--- src/rtl/mem_arb_pkg.sv ---
// Shared types for the unified-memory port arbiter.
//   owner_e   : which requester a read response belongs to
//   rsp_tag_t : one in-flight read tag {vld, own}
//   STARVE_W  : width of the IF starvation counter
package mem_arb_pkg;

  localparam int unsigned STARVE_W = 4;

  typedef enum logic {
    OWN_IF = 1'b0,
    OWN_D  = 1'b1
  } owner_e;

  typedef struct packed {
    logic   vld;
    owner_e own;
  } rsp_tag_t;

endpackage

--- src/rtl/rsp_tag_pipe.sv ---
// Fixed-latency tag delay line matching the memory read latency.
// A tag entering at a grant cycle leaves exactly MEM_LAT cycles later,
// lining up with the memory's read data.
//   clk, rst_n : clock, async active-low reset (clears all tags)
//   tag_in     : tag for the access granted this cycle
//   tag_out    : tag whose read data is on mem_rdata this cycle
module rsp_tag_pipe
  import mem_arb_pkg::*;
#(
  parameter int unsigned MEM_LAT = 1
) (
  input  logic     clk,
  input  logic     rst_n,
  input  rsp_tag_t tag_in,
  output rsp_tag_t tag_out
);

  rsp_tag_t [MEM_LAT-1:0] stage_q;

  // Shift register; no stall, so it advances every cycle.
  if (MEM_LAT == 1) begin : g_single
    always_ff @(posedge clk or negedge rst_n) begin
      if (!rst_n) begin
        stage_q <= '0;
      end else begin
        stage_q[0] <= tag_in;
      end
    end
  end else begin : g_multi
    always_ff @(posedge clk or negedge rst_n) begin
      if (!rst_n) begin
        stage_q <= '0;
      end else begin
        stage_q <= {stage_q[MEM_LAT-2:0], tag_in};
      end
    end
  end

  assign tag_out = stage_q[MEM_LAT-1];

endmodule

--- src/rtl/mem_port_arbiter.sv ---
// Shares one single-port synchronous memory between instruction fetch (IF)
// and the load/store port (D). D has fixed priority; IF wins one arbitration
// after STARVE_MAX consecutive denials. Read responses are routed back to
// their owner via a tag pipe matched to the memory latency.
//   clk, rst_n                        : clock, async active-low reset
//   if_req/if_addr -> if_gnt          : IF read request / same-cycle grant
//   if_rvalid/if_rdata                : IF read response
//   d_req/d_w/d_addr/d_wdata -> d_gnt : D request / same-cycle grant
//   d_rvalid/d_rdata                  : D read response (reads only)
//   mem_en/mem_w/mem_addr/mem_wdata   : memory command
//   mem_rdata                         : memory read data, MEM_LAT after read
module mem_port_arbiter
  import mem_arb_pkg::*;
#(
  parameter int unsigned ADDR_W     = 32,
  parameter int unsigned DATA_W     = 32,
  parameter int unsigned MEM_LAT    = 1,
  parameter int unsigned STARVE_MAX = 4
) (
  input  logic              clk,
  input  logic              rst_n,
  input  logic              if_req,
  input  logic [ADDR_W-1:0] if_addr,
  output logic              if_gnt,
  output logic              if_rvalid,
  output logic [DATA_W-1:0] if_rdata,
  input  logic              d_req,
  input  logic              d_w,
  input  logic [ADDR_W-1:0] d_addr,
  input  logic [DATA_W-1:0] d_wdata,
  output logic              d_gnt,
  output logic              d_rvalid,
  output logic [DATA_W-1:0] d_rdata,
  output logic              mem_en,
  output logic              mem_w,
  output logic [ADDR_W-1:0] mem_addr,
  output logic [DATA_W-1:0] mem_wdata,
  input  logic [DATA_W-1:0] mem_rdata
);

  localparam logic [STARVE_W-1:0] STARVE_LIM = STARVE_W'(STARVE_MAX);

  logic [STARVE_W-1:0] starve_cnt;
  logic                if_wins;
  rsp_tag_t            tag_in;
  rsp_tag_t            tag_out;

  // Grant and memory command mux. Grants are combinational so a request is
  // accepted in the cycle it is presented; reset forces everything idle.
  always_comb begin
    if_wins   = if_req && (!d_req || (starve_cnt == STARVE_LIM));
    if_gnt    = rst_n && if_wins;
    d_gnt     = rst_n && d_req && !if_wins;
    mem_en    = if_gnt || d_gnt;
    mem_w     = 1'b0;
    mem_addr  = '0;
    mem_wdata = '0;
    if (if_gnt) begin
      mem_addr = if_addr;
    end else if (d_gnt) begin
      mem_w     = d_w;
      mem_addr  = d_addr;
      mem_wdata = d_wdata;
    end
  end

  // Consecutive IF denials, saturating; any grant or idle IF clears it.
  always_ff @(posedge clk or negedge rst_n) begin
    if (!rst_n) begin
      starve_cnt <= '0;
    end else if (if_req && !if_gnt) begin
      if (starve_cnt != STARVE_LIM) begin
        starve_cnt <= starve_cnt + STARVE_W'(1);
      end
    end else begin
      starve_cnt <= '0;
    end
  end

  // Only granted reads carry a valid tag; writes complete at grant.
  always_comb begin
    tag_in.vld = mem_en && !mem_w;
    tag_in.own = d_gnt ? OWN_D : OWN_IF;
  end

  rsp_tag_pipe #(
    .MEM_LAT(MEM_LAT)
  ) u_tag_pipe (
    .clk    (clk),
    .rst_n  (rst_n),
    .tag_in (tag_in),
    .tag_out(tag_out)
  );

  assign if_rvalid = tag_out.vld && (tag_out.own == OWN_IF);
  assign d_rvalid  = tag_out.vld && (tag_out.own == OWN_D);
  assign if_rdata  = mem_rdata;
  assign d_rdata   = mem_rdata;

endmodule

--- config.mk ---
export PLATFORM = sky130hd
export DESIGN_NAME = mem_port_arbiter
export DESIGN_NICKNAME = d
export VERILOG_FILES = /design/src/rtl/mem_arb_pkg.sv /design/src/rtl/rsp_tag_pipe.sv /design/src/rtl/mem_port_arbiter.sv
export SDC_FILE = /design/constraint.sdc
export NUM_CORES = 1
export LEC_CHECK = 0
export CAP_MARGIN = 15
export CORE_AREA = 2 2 103 105
export CTS_BUF_LIST = sky130_fd_sc_hd__clkbuf_16
export CTS_CLUSTER_DIAMETER = 30
export CTS_CLUSTER_SIZE = 28
export DETAILED_ROUTE_END_ITERATION = 6
export DIE_AREA = 0 0 105 107
export PLACE_DENSITY = 0.56
export SYNTH_ARGS = -nofsm -noshare
export SYNTH_HDL_FRONTEND = slang
export SYNTH_SLANG_ARGS = --single-unit
--- constraint.sdc ---
create_clock -name clk -period 1.81 [get_ports clk]
set_input_delay 0.181 -clock clk [delete_from_list [all_inputs] [get_ports clk]]
set_output_delay 0.181 -clock clk [all_outputs]
set_load 0.02 [all_outputs]
==> metrics.md, run 1 <==
| Metric | Value |
|---|---|
| Final Cycle Share | `113%` |
| Minimum setup slack after placement | `-442 ps` |
| Pwr Density | `390 nW/um2` |
| Critical path arrival | `1860 ps` |
| MaxCap Viol Count | `0` |
| Gr usage total | `11.3%` |
| Final design utilization | `32.5%` |
| Max Freq | `491 MHz` |
| R2R Setup Slk | `100 ps` |
| Layout cell share with drive strength beyond 1 | `42.9%` |
| Post-Syn Nets | `310` |
| CTS tree | `done` |
| Worst reg2reg path depth | `7` |
| Hold crit path type | `input pin to async pin` |
| Io pins | `267` |
| Worst setup path category | `flip-flop to primary output` |
| Diode count | `0` |
| Max clock buf depth | `2` |
| FFs w/ async S/R, synth | `100%` |
| Initial Util | `13.8%` |
| HPWL Detailed | `5.16 mm` |
| Vias in the first global route | `1739` |
| Max_slew headroom | `84.7%` |
| PnR worst setup slack | `-227 ps` |
| TritonCTS Buffers | `3` |
| Skew final | `0.258 ps` |
| Maximum vdd drop | `0.228 mV` |
| Actual slew at the worst max-slew pin | `228 ps` |
| # nets final | `438` |
| Critical path endpoint category | `primary output` |
| Syn Inst Count | `175` |
| Synth top area cells | `buf_4 (37%), a22o_1 (20%), and2_1 (15%)` |
| Detailed Route Iter0 Violations | `53` |
| Min Hold Slack | `348 ps` |
| # rows | `37` |
| Area of the core | `10100 um2` |
| Crit start category | `flip-flop` |
| FF+latch count, synth | `6` |
| Synth warnings | `0` |
| Outcome | `complete, but fails checks` |
| FF-to-FF End | `starve_cnt[1]` |
| Syn Area/Cell | `7.94 um2` |
| GRT overflow | `0` |
| Netlist cell types | `25` |
| RSZ-0062 raised after global routing | `true` |
| Largest net degree at the start of global routing | `20` |
| Share of the synthesized area in the top cell type | `37.3%` |
| Tmin final | `2040 ps` |
| Fin. Hold Viols | `0` |
| Detail Route Antenna Nets | `0` |
| Max Slew Vio Count | `0` |
| Placer Congestion | `0.772` |
| Vias per cell | `3.88` |
| Clock sink count | `6` |
| Post-Route WL | `6.95 mm` |
| Cell Area, Placed | `2880 um2` |
| Area growth syn-to-layout | `136%` |
| Final Cell Area | `3280 um2` |
| Synth Cell Area | `1390 um2` |
| Leakage | `1.46 nW` |
| Area leader, netlist | `buf_4` |
| RR Startpoint | `starve_cnt[0]` |
| Crit path max fanout | `4` |
| Top_reg_cell synth | `dfrtp_1` |
| Die width | `105 um` |
| WL/cell | `15.9 um` |
| Required @ worst endpoint | `1630 ps` |
| Initial DRT Pass Iterations | `4` |
| Die height | `107 um` |
| EDFF count, synth | `0` |
| Clk_lat worst skew | `230 ps` |
| Die area | `11200 um2` |
| Failing checks | `negative setup slack` |
| Seq/Total Area, Yosys | `10.8%` |
| DR vias | `1695` |
| Global-route wire length before repair | `9.75 mm` |
| Reg clk slew, reported paths | `30 ps` |
| Port buffer count | `170` |
| H-tree depth | `1` |
| # setup viols final | `66` |
| Initial antenna violation count | `0` |
| Drt drc | `0` |
| Clk root buf | `clkbuf_16` |
## kinds of logic (layout without fill, tap and decap cells)
family	after synthesis	count (layout)	synth area share, %
multiplexers	1	1	0.811
AND/OR/NAND/NOR	50	50	22.1
AO/OA/AOI/OAI	38	38	24.0
XOR/XNOR	1	1	0.631
buffers and inverters	77	203	39.9
adder cells (fa/ha/maj)	2	2	1.80
flip-flops	6	6	10.8
## synth_stat cells, drive strengths merged (2+ instances only)
cell type and instances:
nand3 3, ha 2, buf 72, clkbuf 2, and3 2, nand2 3
a21oi 2, dfrtp 6, inv 3, a21boi 2, a22o 32, and2 34
or3 2
## where the power goes
part	switching, mW	total (mW)	internal [mW]
registers	0.00451	0.147	0.143
logic	0.292	0.777	0.485
clock network	0.0710	0.354	0.283
## worst max path at each step
stage | cells after the start | to | from
CTS | 8 | mem_addr[2] | starve_cnt[1]
floorplan | 7 | mem_wdata[10] | starve_cnt[0]
global placement | 6 | mem_addr[21] | rst_n
finish | 8 | mem_addr[0] | starve_cnt[0]
detailed placement | 7 | mem_addr[21] | starve_cnt[0]
global route | 8 | mem_addr[0] | starve_cnt[1]
## registers in the layout (all words and copies together) (netlist names)
| register | count |
|---|---|
| starve_cnt | 4 |
| u_tag_pipe.tag_out | 2 |
## per-stage QoR
step,TNS [ps],power (mW),cells
4_1_cts,-9420,1.26,435
6_report,-9190,1.28,437
2_1_floorplan,0,0.588,175
3_5_place_dp,-27210,0.815,421
5_1_grt,-15470,1.34,437
3_3_place_gp,-26560,0.813,421
## worst max-delay path: stages, from the launching register on
cell       delay (ps)
dfrtp_1           380
inv_2              90
ha_4              140
and3b_2           210
a21oi_4            70
buf_12            140
bufbuf_16         260
a22o_1            210
buf_6             130
## layout by cell type (no fill, tap or decap), drive strengths merged
| master | synthesis | layout |
|---|---|---|
| and3b | 1 | 1 |
| a22o | 32 | 32 |
| nand3b | 1 | 1 |
| mux2 | 1 | 1 |
| and3 | 2 | 2 |
| a21oi | 2 | 2 |
| ha | 2 | 2 |
| and2 | 34 | 34 |
| nand2 | 3 | 3 |
| clkdlybuf4s50 | 0 | 102 |
| dfrtp | 6 | 6 |
| nand3 | 3 | 3 |
| a21boi | 2 | 2 |
| clkbuf | 2 | 3 |
| xnor2 | 1 | 1 |
| nor2 | 1 | 1 |
| or2 | 1 | 1 |
| buf | 72 | 94 |
| inv | 3 | 3 |
| or3 | 2 | 2 |
| bufbuf | 0 | 1 |
| o21ai | 1 | 1 |
| nand2b | 1 | 1 |
| o21bai | 1 | 1 |
| nor2b | 1 | 1 |
## cell type report
type,count,area [um2]
Sequential cell,6,150
Tap cell,136,170
Clock buffer,3,75.1
Inverter,3,11.3
Fill cell,1069,6820
Multi-Input combinational cell,92,759
Timing Repair Buffer,197,2110
## routing by layer
layer | vias to the layer above | track usage, % | routed length, um
li1 | 789 | - | -
met1 | 778 | 12.1 | 2450
met2 | 99 | 20.9 | 3690
met3 | 29 | 2.80 | 580
met4 | 0 | 5.05 | 221
met5 | - | 0 | 0
## timing repair
| action | in CTS | in global routing |
|---|---|---|
| hold buffers | 0 | 0 |
| setup endpoints to repair | 68 | 69 |
| pin swaps | 16 | 8 |
| gates cloned | 5 | 0 |
| gates resized for setup | 394 | 31 |
| setup buffers | 6 | 3 |
Power figures use the tool's default switching activity.
==> run 2, diff against run 1 <==
--- a/config.mk
+++ b/config.mk
@@ -6,13 +6,12 @@
 export NUM_CORES = 1
 export LEC_CHECK = 0
 export CAP_MARGIN = 15
-export CORE_AREA = 2 2 103 105
+export CORE_AREA = 2 2 102 104
 export CTS_BUF_LIST = sky130_fd_sc_hd__clkbuf_16
 export CTS_CLUSTER_DIAMETER = 30
 export CTS_CLUSTER_SIZE = 28
 export DETAILED_ROUTE_END_ITERATION = 6
-export DIE_AREA = 0 0 105 107
-export PLACE_DENSITY = 0.56
+export DIE_AREA = 0 0 104 106
 export SYNTH_ARGS = -nofsm -noshare
 export SYNTH_HDL_FRONTEND = slang
 export SYNTH_SLANG_ARGS = --single-unit
==> constraint.sdc (replaced) <==
create_clock -name clk -period 1.7 [get_ports clk]
set_input_delay 0.17 -clock clk [delete_from_list [all_inputs] [get_ports clk]]
set_output_delay 0.17 -clock clk [all_outputs]
set_load 0.02 [all_outputs]
==> metrics.md, run 2 (same netlist as run 1, synthesis figures left out) <==
| Metric | Value |
|---|---|
| Outcome | `complete, but fails checks` |
| Failing checks | `negative setup slack` |
| # rows | `37` |
| PnR worst setup slack | `-315 ps` |
| Met1 usage | `10.8%` |
| Die width | `104 um` |
| Vias per cell | `3.81` |
| Largest stage delay, worst path | `360 ps` |
| Max Slew Vio Count | `0` |
| Hold crit path type | `input pin to async pin` |
| Clock sink count | `6` |
| Critical path, cell by cell | `inv_2 -> ha_4 -> and3b_2 -> a21oi_4 -> buf_8 -> buf_16 -> a22o_1 -> buf_6` |
| Area growth syn-to-layout | `136%` |
| Worst setup path category | `flip-flop to primary output` |
| Routing usage on met3 | `3.37%` |
| Critical path endpoint category | `primary output` |
| Global-route wire length before repair | `9.35 mm` |
| Critical path's top delay family | `buffers and inverters` |
| Skew final | `2.21 ps` |
| Cells after DPL | `421` |
| Critical path's slowest cell | `dfrtp_1` |
| TritonCTS Buffers | `3` |
| GRT busiest layer | `met2` |
| Post-Route WL | `6.74 mm` |
| Total internal power | `0.969 mW` |
| Most frequent cells in the layout | `clkdlybuf4s50_1 (102), buf_6 (50), buf_4 (35), a22o_1 (29), and2_2 (20)` |
| Fin. Hold Viols | `0` |
| Max_slew headroom | `84.1%` |
| Final Cycle Share | `119%` |
| Reg clk slew, reported paths | `30 ps` |
| Filler cells | `1068` |
| Die height | `106 um` |
| Detail Route Antenna Nets | `0` |
| Crit path depth | `8` |
| Post-route setup TNS | `-18470 ps` |
| Max Freq | `496 MHz` |
| Gate power share | `60.4%` |
| CP bufs+invs | `4` |
| Critical path arrival | `1840 ps` |
| # nets final | `439` |
| # hold bufs at CTS | `0` |
| Sw Share | `29.2%` |
| Crit start category | `flip-flop` |
| Required @ worst endpoint | `1530 ps` |
| Leakage | `1.46 nW` |
| Diode count | `0` |
| Register area | `150 um2` |
| GRT overflow | `0` |
| Worst reg2reg path depth | `7` |
| Vias in the first global route | `1772` |
| Multi-input gate area | `781 um2` |
| Final Non-Filler Cells | `438` |
| Initial antenna violation count | `0` |
| Io pins | `267` |
| Sw power | `0.399 mW` |
| Pwr Density | `417 nW/um2` |
| Gr usage total | `10.6%` |
| H-tree depth | `1` |
| Max reg flops | `4` |
| Clk root buf | `clkbuf_16` |
| Actual slew at the worst max-slew pin | `238 ps` |
| Met2 usage | `20.2%` |
| WL/cell | `15.4 um` |
| # setup viols final | `68` |
| HPWL Detailed | `5.10 mm` |
| Die area | `11000 um2` |
| Initial Util | `13.9%` |
| CTS tree | `done` |
| Max clock buf depth | `2` |
| DR vias | `1670` |
| Area of the core | `10000 um2` |
| Port buffer count | `170` |
| Clk_lat worst skew | `230 ps` |
| RSZ-0062 raised after global routing | `true` |
| Detailed Route Iter0 Violations | `21` |
| Cell Area, Placed | `2930 um2` |
| Drt drc | `0` |
| Final Cell Area | `3280 um2` |
| Biggest register | `starve_cnt` |
| Clock network power share | `28.1%` |
| Largest net degree at the start of global routing | `32` |
| Maximum vdd drop | `0.317 mV` |
| Layout cell share with drive strength beyond 1 | `46.4%` |
| Seq pwr share | `11.5%` |
| Commonest non-fill, non-tap cell in the layout | `clkdlybuf4s50_1` |
| Initial DRT Pass Iterations | `4` |
| MaxCap Viol Count | `0` |
| Tmin final | `2010 ps` |
| Crit path max fanout | `5` |
| Placer Congestion | `0.734` |
-- run 2: cell count changes in the layout (fill, tap and decap cells not counted), moves of 3 or more --
cell | before | now
buf_2 | 7 | 0
buf_6 | 56 | 50
a22o_4 | 0 | 3
a22o_1 | 32 | 29
and2_4 | 21 | 6
and2_2 | 0 | 20
and2_1 | 13 | 8
buf_4 | 20 | 35
-- run 2: what timing repair did --
item,4_1_cts,5_1_grt
pin swaps,8,18
gates resized for setup,383,33
setup endpoints to repair,68,69
setup buffers,3,6
cloned,3,3
-- run 2: worst reg2reg max path, cell delays in order (launching register included) --
cell and delay [ps]:
dfrtp_1 380, inv_2 90, ha_4 130, buf_4 100
nand3b_1 140, buf_4 190, or3_2 420, a21boi_2 130
-- run 2: area by class of cell --
| type | count | area share [%] |
|---|---|---|
| clock buffer | 3 | 2.29 |
| multi-input combinational | 92 | 23.8 |
| sequential | 6 | 4.58 |
| inverter | 3 | 0.344 |
| timing repair buffer | 198 | 63.8 |
| tap | 136 | 5.19 |
-- run 2: path summary, 6_finish.rpt --
path                               startpoint       endpoint  slack, ps
worst max-delay path            starve_cnt[1]    mem_addr[5]       -310
worst min-delay path                    rst_n  starve_cnt[0]        310
worst max register to register  starve_cnt[0]  starve_cnt[1]         50
worst min register to register  starve_cnt[1]  starve_cnt[1]        680
max in group asynchronous               rst_n  starve_cnt[1]       1260
min in group clk                mem_rdata[11]    d_rdata[11]        340
-- run 2: power groups by stage --
| stage | clock [mW] | combinational (mW) | sequential (mW) |
|---|---|---|---|
| finish | 0.384 | 0.826 | 0.157 |
| global route | 0.399 | 0.872 | 0.158 |
| CTS | 0.389 | 0.777 | 0.157 |
| detailed placement | 0 | 0.721 | 0.158 |
| global placement | 0 | 0.717 | 0.158 |
| floorplan | 0 | 0.477 | 0.158 |
-- run 2: per-stage QoR --
stage	util, %	power (mW)	setup slack (ps)	hold WS [ps]
5_1_grt	32.8	1.43	-374	327
6_report	32.8	1.37	-315	313
4_1_cts	31.0	1.32	-291	312
2_1_floorplan	-	0.635	-14.6	-126
3_3_place_gp	29.3	0.874	-556	340
3_5_place_dp	29.3	0.879	-569	340
-- run 2: metal layers --
layer  share of wire [%]  wire length, um  vias to the layer above
li1                    -                -                      789
met5                   0                0                        -
met4                 2.4              159                        0
met1                  34             2320                      758
met3                 8.5              575                       26
met2                  55             3680                       97
